[src/rtl/spi_bus_bridge.sv]
// SPI byte stream to timed host-bus cycles, with read data returned on the SPI transmit byte.
// Optional feature: define SPI_BURST_EN for multi-byte bursts within one select.
module spi_bus_bridge #(
  parameter int unsigned CS_HOLD   = 2,
  parameter int unsigned REG_BITS  = 4,
  parameter logic [7:0]  IDLE_BYTE = 8'hCB
) (
  input  logic                clk,
  input  logic                reset_i,
  input  logic                select_i,
  input  logic                receive_strobe_i,
  input  logic [7:0]          receive_byte_i,
  input  logic                transmit_strobe_i,
  output logic [7:0]          transmit_byte_o,
  output logic                bus_cs_n_o,
  output logic                bus_rd_nwr_o,
  output logic                bus_bytesel_o,
  output logic [REG_BITS-1:0] bus_reg_num_o,
  output logic [7:0]          bus_data_o,
  input  logic [7:0]          bus_data_i,
  output logic                soft_reset_o,
  output logic                overrun_o
);

`ifdef SPI_BURST_EN
  localparam bit BURST = 1'b1;
`else
  localparam bit BURST = 1'b0;
`endif

  typedef enum logic [1:0] {S_CMD, S_PAY, S_BUS} state_t;

  state_t              r_state;
  state_t              w_state_next;
  logic                w_cmd_latch;
  logic                w_start_bus;
  logic                w_pay_write;
  logic                w_bus_done;
  logic                w_overrun_set;

  logic                r_cmd_cs;
  logic                r_cmd_wr;
  logic [3:0]          r_cnt;
  logic                r_cs_n;
  logic                r_rd_nwr;
  logic                r_bytesel;
  logic [REG_BITS-1:0] r_reg_num;
  logic [7:0]          r_data_out;
  logic [7:0]          r_rd_data;
  logic                r_rd_valid;
  logic                r_soft_reset;
  logic                r_overrun;

  always_ff @(posedge clk) begin
    if (reset_i) r_state <= S_CMD;
    else         r_state <= w_state_next;
  end

  always_comb begin
    w_state_next  = r_state;
    w_cmd_latch   = 1'b0;
    w_start_bus   = 1'b0;
    w_pay_write   = 1'b0;
    w_bus_done    = 1'b0;
    w_overrun_set = 1'b0;
    case (r_state)
      S_CMD: begin
        if (!select_i) begin
          w_state_next = S_CMD;
        end else if (receive_strobe_i) begin
          w_cmd_latch = 1'b1;
          if (receive_byte_i[7] && !receive_byte_i[6]) begin
            w_start_bus  = 1'b1;
            w_state_next = S_BUS;
          end else begin
            w_state_next = S_PAY;
          end
        end
      end
      S_PAY: begin
        if (!select_i) begin
          w_state_next = S_CMD;
        end else if (BURST && r_cmd_cs && !r_cmd_wr && transmit_strobe_i) begin
          // burst read: refill the transmit byte as soon as the previous one is taken
          w_start_bus  = 1'b1;
          w_state_next = S_BUS;
        end else if (receive_strobe_i) begin
          if (r_cmd_cs && r_cmd_wr) begin
            w_pay_write  = 1'b1;
            w_start_bus  = 1'b1;
            w_state_next = S_BUS;
          end else begin
            w_state_next = BURST ? S_PAY : S_CMD;
          end
        end
      end
      S_BUS: begin
        w_overrun_set = receive_strobe_i;
        if (r_cnt == 4'd1) begin
          w_bus_done = 1'b1;
          if (!select_i)     w_state_next = S_CMD;
          else if (r_rd_nwr) w_state_next = S_PAY;
          else               w_state_next = BURST ? S_PAY : S_CMD;
        end
      end
      default: w_state_next = S_CMD;
    endcase
  end

  always_ff @(posedge clk) begin
    if (reset_i) begin
      r_cmd_cs     <= 1'b0;
      r_cmd_wr     <= 1'b0;
      r_cnt        <= '0;
      r_cs_n       <= 1'b1;
      r_rd_nwr     <= 1'b1;
      r_bytesel    <= 1'b0;
      r_reg_num    <= '0;
      r_data_out   <= '0;
      r_rd_data    <= '0;
      r_rd_valid   <= 1'b0;
      r_soft_reset <= 1'b0;
      r_overrun    <= 1'b0;
    end else begin
      r_soft_reset <= w_cmd_latch && receive_byte_i[5];
      if (w_cmd_latch) begin
        r_cmd_cs  <= receive_byte_i[7];
        r_cmd_wr  <= receive_byte_i[6];
        r_rd_nwr  <= ~receive_byte_i[6];
        r_bytesel <= receive_byte_i[4];
        r_reg_num <= receive_byte_i[REG_BITS-1:0];
        r_overrun <= 1'b0;
      end else if (w_overrun_set) begin
        r_overrun <= 1'b1;
      end
      if (w_pay_write) r_data_out <= receive_byte_i;
      if (w_start_bus) begin
        r_cs_n <= 1'b0;
        r_cnt  <= 4'(CS_HOLD);
      end else if (r_state == S_BUS) begin
        r_cnt <= r_cnt - 4'd1;
        if (w_bus_done) begin
          r_cs_n <= 1'b1;
          if (BURST)    r_bytesel <= ~r_bytesel;
          if (r_rd_nwr) r_rd_data <= bus_data_i;
        end
      end
      if (!select_i)                     r_rd_valid <= 1'b0;
      else if (w_bus_done && r_rd_nwr)   r_rd_valid <= 1'b1;
      else if (transmit_strobe_i)        r_rd_valid <= 1'b0;
    end
  end

  assign transmit_byte_o = r_rd_valid ? r_rd_data : IDLE_BYTE;
  assign bus_cs_n_o      = r_cs_n;
  assign bus_rd_nwr_o    = r_rd_nwr;
  assign bus_bytesel_o   = r_bytesel;
  assign bus_reg_num_o   = r_reg_num;
  assign bus_data_o      = r_data_out;
  assign soft_reset_o    = r_soft_reset;
  assign overrun_o       = r_overrun;

endmodule

[config.mk]
export PLATFORM = sky130hd
export DESIGN_NAME = spi_bus_bridge
export DESIGN_NICKNAME = d
export VERILOG_FILES = /design/src/rtl/spi_bus_bridge.sv
export SDC_FILE = /design/constraint.sdc
export NUM_CORES = 1
export LEC_CHECK = 0
export BUFFER_PORTS_ARGS = -buffer_cell sky130_fd_sc_hd__buf_2
export CAP_MARGIN = 20
export CORE_ASPECT_RATIO = 1.4
export CORE_MARGIN = 4
export CORE_UTILIZATION = 45
export DETAILED_ROUTE_END_ITERATION = 7
export GPL_TIMING_DRIVEN = 0
export PLACE_DENSITY = 0.75
export SLEW_MARGIN = 15
export SYNTH_ARGS = -nofsm -noshare
export SYNTH_HDL_FRONTEND = slang
export SYNTH_SLANG_ARGS = --single-unit
export TNS_END_PERCENT = 20
[constraint.sdc]
create_clock -name clk -period 3.16 [get_ports clk]
set_input_delay 0.632 -clock clk [delete_from_list [all_inputs] [get_ports clk]]
set_output_delay 0.632 -clock clk [all_outputs]
set_load 0.01 [all_outputs]
==> flow_summary.toml, run 1 <==
[run_status]
status = "completed"

[hold_path]
hp-class = "reg -> reg"
hp-start = "bus_reg_num_o[2]"

[routing]
finalWirelength_um = 3060
avgRoutedWirePerCell_um = 12.9
first_iter_violations = 25
drc = 0
antenna_left = 0
dr.pass1.iters = 4
routed_via_density = 4.88
vias = 1157

[synthesis]
ys_warn_count = 0
synth_cells = 148
syn_area_per_cell_um2 = 9.55
yosysSeqAreaShare_pct = 48.1
synth.ff_latch_count = 34
synth_edf_count = 0
async_flop_share_pct = 0
synthFlopType = "dfxtp_1"
netlist_area_um2 = 1410
ys_types = 33
syn_nets = 171

[pwr]
leakagePower_uw = 0.000745
pwr-share-clk_pct = 36.0
peakVddDrop_uv = 335
p_per_area_nw_per_um2 = 453
power_switching_uw = 179
combPwrFrac_pct = 8.1
internal_power_uw = 619
p_seq_share_pct = 55.9
swShare_pct = 22.4

[clock_network]
clk_pin_slew_worst_paths_ns = 0.06
post_cts_buffers = 0
cts.htree.levels = 2
root_buffer = "clkbuf_8"
insertion_delay_ns = 0.27
cts_buffers = 5
clk_path_buf_depth = 2
cts_resized = 0
clock_sinks = 34
cts_hold_buf = 0
cts_tree = "built"

[layout]
area_growth_pct = 24.6
layout_common_cells = "buf_2 (48), dfxtp_1 (34), nand2_1 (19)"
drive_above_1_share_pct = 31.0
diodes = 0
num-fill-cells = 290
nets = 223
final_common_cell = "buf_2"

[sta]
setup_slack_ns = 1.45
relSlewSlack_pct = 67.1
final.period_utilization_pct = 54.1
fin_skew_ns = 0.00472
setup_viol = 0
report.final.slew_viol_count = 0
fin_setup_tns_ns = 0
fmax_mhz = 585
worstMarginPinSlew_ns = 0.493
final-hold-violation-count = 0
rsz0062_at_grt = "no"
post-route-min-period_ns = 1.71

[setup_path]
critical_path_class = "reg -> out"
slowest_stage = "dfxtp_1"
cp-end-kind = "output pin"
crit_start = "r_rd_valid"
worstPathMaxFanout = 9
arrival_ns = 1.08
crit_family = "flip-flops"
cp_num_buf_inv = 1
worstReg2RegStart = "r_cnt[0]"
worstPathCellList = "and2_1 -> buf_2"
cp.required_ns = 2.53
cp-start-kind = "register"
slowest_delay_ns = 0.50

[die]
row_count = 23
chipWidth_um = 55.4
pin_count = 46
core_area_um2 = 2940
die_h_um = 74.3
start_util_pct = 48.2
die-area_um2 = 4120

[placement]
place_hpwl_um = 2380
gp_congestion = 0.742
io_buffers = 45
dpl_worst_slack_ns = 1.42

[flow_run]
maxCapViolCount = 0

[global_routing]
grt_antenna_before_repair = 0
grt.total_usage_pct = 16.0
grt_overflow = 0
grt_max_degree = 11
grt_pass1_vias = 1202
grt_first_pass_wirelength_um = 5240
## power groups by stage
stage	sequential (µW)	combinational, µW	clock [µW]
6_report	446	65.0	287
5_1_grt	446	73.6	316
4_1_cts	446	66.0	295
3_5_place_dp	455	65.6	0
3_3_place_gp	454	63.5	0
2_1_floorplan	456	34.8	0
## final timing paths
kind | endpoint | slack (ns) | depth (start not counted)
min reg2reg | bus_reg_num_o[2] | 0.46 | 2
max reg2reg | r_rd_data[3] | 1.62 | 6
max | transmit_byte_o[2] | 1.45 | 2
min | bus_reg_num_o[2] | 0.46 | 2
## kinds of logic (layout without fill, tap and decap cells)
group / count (synthesis) / count (layout) / synth area share [%]
AOI/OAI and AO/OA: 18 / 18 / 8.05
DFF: 34 / 34 / 48.1
muxes: 17 / 17 / 12.0
buffers and inverters: 13 / 65 / 6.02
adders and majority gates: 2 / 2 / 1.77
xor gates and xnor gates: 3 / 3 / 1.86
and+or+nand+nor: 61 / 61 / 22.1
## sequential cells by signal (all words and copies together) (netlist names)
signal,cells
r_rd_valid,1
r_cmd_cs,1
overrun_o,1
r_cmd_wr,1
bus_bytesel_o,1
bus_reg_num_o,4
soft_reset_o,1
bus_cs_n_o,1
r_rd_data,8
r_state,2
r_cnt,4
bus_rd_nwr_o,1
bus_data_o,8
## worst register-to-register path: cells and delay by family, from the launching register on
kind / cells / cell delay (ns)
AND/OR/NAND/NOR: 3 / 0.50
adder cells (fa/ha/maj): 1 / 0.18
buffers and inverters: 1 / 0.13
flip-flops: 1 / 0.40
multiplexers: 1 / 0.22
## cell type report
| cell class | count | area [µm²] | share of cell area, % |
|---|---|---|---|
| sequential | 34 | 681 | 38.6 |
| buffer | 8 | 66.3 | 3.76 |
| timing repair buffer | 45 | 225 | 12.8 |
| multi-input combinational | 101 | 648 | 36.8 |
| inverter | 5 | 18.8 | 1.07 |
| clock buffer | 7 | 76.3 | 4.33 |
| tap | 37 | 46.3 | 2.63 |
## cell usage after synthesis, types with 2 or more instances
cell,instances,area share [%]
dfxtp_1,34,48
nand2_1,19,5.0
mux2i_1,17,12
nor2_1,16,4.2
a21oi_1,12,4.2
nand2b_1,7,3.1
nor3_1,7,2.5
inv_1,5,1.3
and2_1,3,1.3
buf_2,3,1.1
ha_1,2,1.8
xor2_1,2,1.2
## layer usage
layer  share of wire [%]  vias up  global-route usage, %
met5                   0        -                      0
met4                 1.5        0                   5.68
met3                 6.8        5                   5.73
met2                  52       37                   29.7
met1                  39      527                   16.8
li1                    -      588                      -
## metrics by stage
step	instance area [µm²]	hold slack (ns)	std cells	power, µW	util (%)
floorplan	1410	0.437	148	491	-
global placement	1690	0.442	230	518	57.4
detailed placement	1690	0.446	230	521	57.4
CTS	1760	0.454	237	807	60.0
global route	1760	0.472	237	836	60.0
finish	1760	0.458	237	798	60.0
(Power assumes the default switching activity.)
==> run 2, diff against run 1 <==
--- a/config.mk
+++ b/config.mk
@@ -5,6 +5,7 @@
 export SDC_FILE = /design/constraint.sdc
 export NUM_CORES = 1
 export LEC_CHECK = 0
+export ABC_AREA = 1
 export BUFFER_PORTS_ARGS = -buffer_cell sky130_fd_sc_hd__buf_2
 export CAP_MARGIN = 20
 export CORE_ASPECT_RATIO = 1.4
@@ -12,7 +13,7 @@
 export CORE_UTILIZATION = 45
 export DETAILED_ROUTE_END_ITERATION = 7
 export GPL_TIMING_DRIVEN = 0
-export PLACE_DENSITY = 0.75
+export PLACE_DENSITY = 0.78
 export SLEW_MARGIN = 15
 export SYNTH_ARGS = -nofsm -noshare
 export SYNTH_HDL_FRONTEND = slang
==> constraint.sdc (replaced) <==
create_clock -name clk -period 1.5 [get_ports clk]
set_input_delay 0.3 -clock clk [delete_from_list [all_inputs] [get_ports clk]]
set_output_delay 0.3 -clock clk [all_outputs]
set_load 0.01 [all_outputs]
==> flow_summary.toml, run 2 <==
[setup_path]
cp-end-kind = "output pin"
reg2reg_to = "r_state[0]"
critical_path_class = "reg -> out"
worstPathMaxFanout = 9
worstPathCellList = "nand2_1 -> inv_1 -> buf_2"
crit_family = "flip-flops"
worstReg2RegStart = "r_cnt[1]"
cp-start-kind = "register"
r2r_slack_ns = 0.19
slowest_delay_ns = 0.51
r2r_cells = 8
cp.required_ns = 1.20
slowest_stage = "dfxtp_1"
arrival_ns = 1.05
cp_num_buf_inv = 2

[global_routing]
grt_overflow = 0
grt_pass1_vias = 1296
grt.total_usage_pct = 16.1
grt_antenna_before_repair = 0
grt_max_degree = 11
grt_first_pass_wirelength_um = 5260

[clock_network]
cts_tree = "built"
insertion_delay_ns = 0.28
cts_buffers = 5
root_buffer = "clkbuf_8"
clk_pin_slew_worst_paths_ns = 0.07
post_cts_buffers = 0
clock_sinks = 34
clk_path_buf_depth = 2
cts_hold_buf = 0
cts_resized = 0
cts.htree.levels = 2

[synthesis]
yosys.area.top_type_share_pct = 46.7
async_flop_share_pct = 0
synth.area.top_cells = "dfxtp_1 (47%), nor2_1 (13%), nand2_1 (8.2%)"
yosys.area.top_type = "dfxtp_1"
synth_cells = 199
synth_edf_count = 0
synth.ff_latch_count = 34
synth_common_cells = "nor2_1 (49), dfxtp_1 (34), nand2_1 (32)"
yosysSeqAreaShare_pct = 46.7
synth.most_common_cell = "nor2_1"
netlist_area_um2 = 1460
syn_area_per_cell_um2 = 7.33
syn_nets = 222
synthFlopType = "dfxtp_1"
ys_types = 25
ys_warn_count = 0

[hold_path]
hp-class = "in -> reg"
hp-start = "bus_data_i[1]"
hold_depth = 3
min_to = "r_rd_data[1]"

[layout]
drive_above_1_share_pct = 26.3
diodes = 0
final_common_cell = "nor2_1"
post-route-util_pct = 58.3
layout_common_cells = "nor2_1 (49), buf_2 (47), dfxtp_1 (34)"
area_growth_pct = 24.8
num-fill-cells = 324
nets = 273

[routing]
drc = 0
antenna_left = 0
dr.pass1.iters = 4
first_iter_violations = 36
avgRoutedWirePerCell_um = 11.2
finalWirelength_um = 3250
routed_via_density = 4.69
vias = 1359

[sta]
setup_viol = 0
relSlewSlack_pct = 74.8
report.final.slew_viol_count = 0
fin_skew_ns = 0.00261
worstMarginPinSlew_ns = 0.378
fmax_mhz = 740
fin_setup_tns_ns = 0
rsz0062_at_grt = "no"
post-route-min-period_ns = 1.35
final-hold-violation-count = 0
final.period_utilization_pct = 90.0
timing.hold.ws_ns = 0.245

[placement]
gp_congestion = 0.763
io_buffers = 45
place_hpwl_um = 2430

[die]
die_h_um = 75.4
row_count = 24
core_area_um2 = 3120
pin_count = 46
chipWidth_um = 56.1
start_util_pct = 46.7
die-area_um2 = 4230

[run_status]
status = "completed"

[pwr]
peakVddDrop_uv = 761
leakagePower_uw = 0.000922
p_per_area_nw_per_um2 = 999

[flow_run]
maxCapViolCount = 0
==> run 2: cell types whose count changed after synthesis, moves of 2 or more <==
cell      delta
nand2_1     +13
inv_2        +4
nor2_1      +33
o21ai_0     +18
o21a_1       +2
nor2_4       +2
nand3_1      +7
inv_1       +14
and2_1       -3
mux2i_1     -17
o21ai_1      +2
nand2b_1     -7
a21oi_1     -10
==> run 2: through the flow <==
step                      area (µm²)  power [µW]  cells  setup slack [ns]
after floorplan                 1460        1080    199             0.334
after CTS                       1820        1840    290             0.131
after global placement          1730        1150    283             0.225
after global routing            1820        1910    290            0.0639
final                           1820        1820    290             0.149
after detailed placement        1730        1160    283             0.195
==> run 2: power breakdown <==
| part | total, µW | switching, µW | internal [µW] |
|---|---|---|---|
| Clock | 684 | 314 | 370 |
| Combinational | 182 | 111 | 71.6 |
| Sequential | 952 | 19.8 | 932 |
| Total | 1820 | 444 | 1370 |
==> run 2: kinds of logic (layout without fill, tap and decap cells) <==
kind of cell | after synthesis | count (layout) | share of synthesized area (%)
AND/OR/NAND/NOR | 104 | 104 | 31.6
AO/OA/AOI/OAI | 28 | 28 | 10.5
adder cells (fa/ha/maj) | 2 | 2 | 1.71
XOR/XNOR | 2 | 2 | 1.20
flip-flops | 34 | 34 | 46.7
buffers and inverters | 29 | 81 | 8.40
==> run 2: area by class of cell <==
cell class	count	area (µm²)	area share [%]
Clock buffer	7	86.3	4.74
Clock inverter	1	5.00	0.275
Sequential cell	34	681	37.4
Tap cell	39	48.8	2.68
Inverter	23	86.3	4.74
Buffer	5	32.5	1.79
Timing Repair Buffer	45	225	12.4
Multi-Input combinational cell	136	656	36.0
==> run 2: per-layer routing <==
layer  vias up  part of all wire [%]  global-route usage, %
li1        723                     -                      -
met1       591                    41                   16.2
met2        38                    50                   29.8
met3         7                   7.4                   6.27
met4         0                   1.6                   6.86
met5         -                     0                      0
==> run 2: worst max path at each step <==
stage,start,to,slack [ns],cells past startpoint
global placement,r_cnt[1],r_state[0],0.22,8
floorplan,r_cnt[1],r_state[0],0.33,8
detailed placement,r_cnt[1],r_state[0],0.19,8
global route,r_rd_valid,transmit_byte_o[5],0.06,3
CTS,r_rd_valid,transmit_byte_o[2],0.13,3
finish,r_rd_valid,transmit_byte_o[5],0.15,3
==> run 2: tightest hold or removal path, stage by stage <==
cell	delay, ns
buf_2	0.07
nor3_1	0.04
nor2_1	0.08
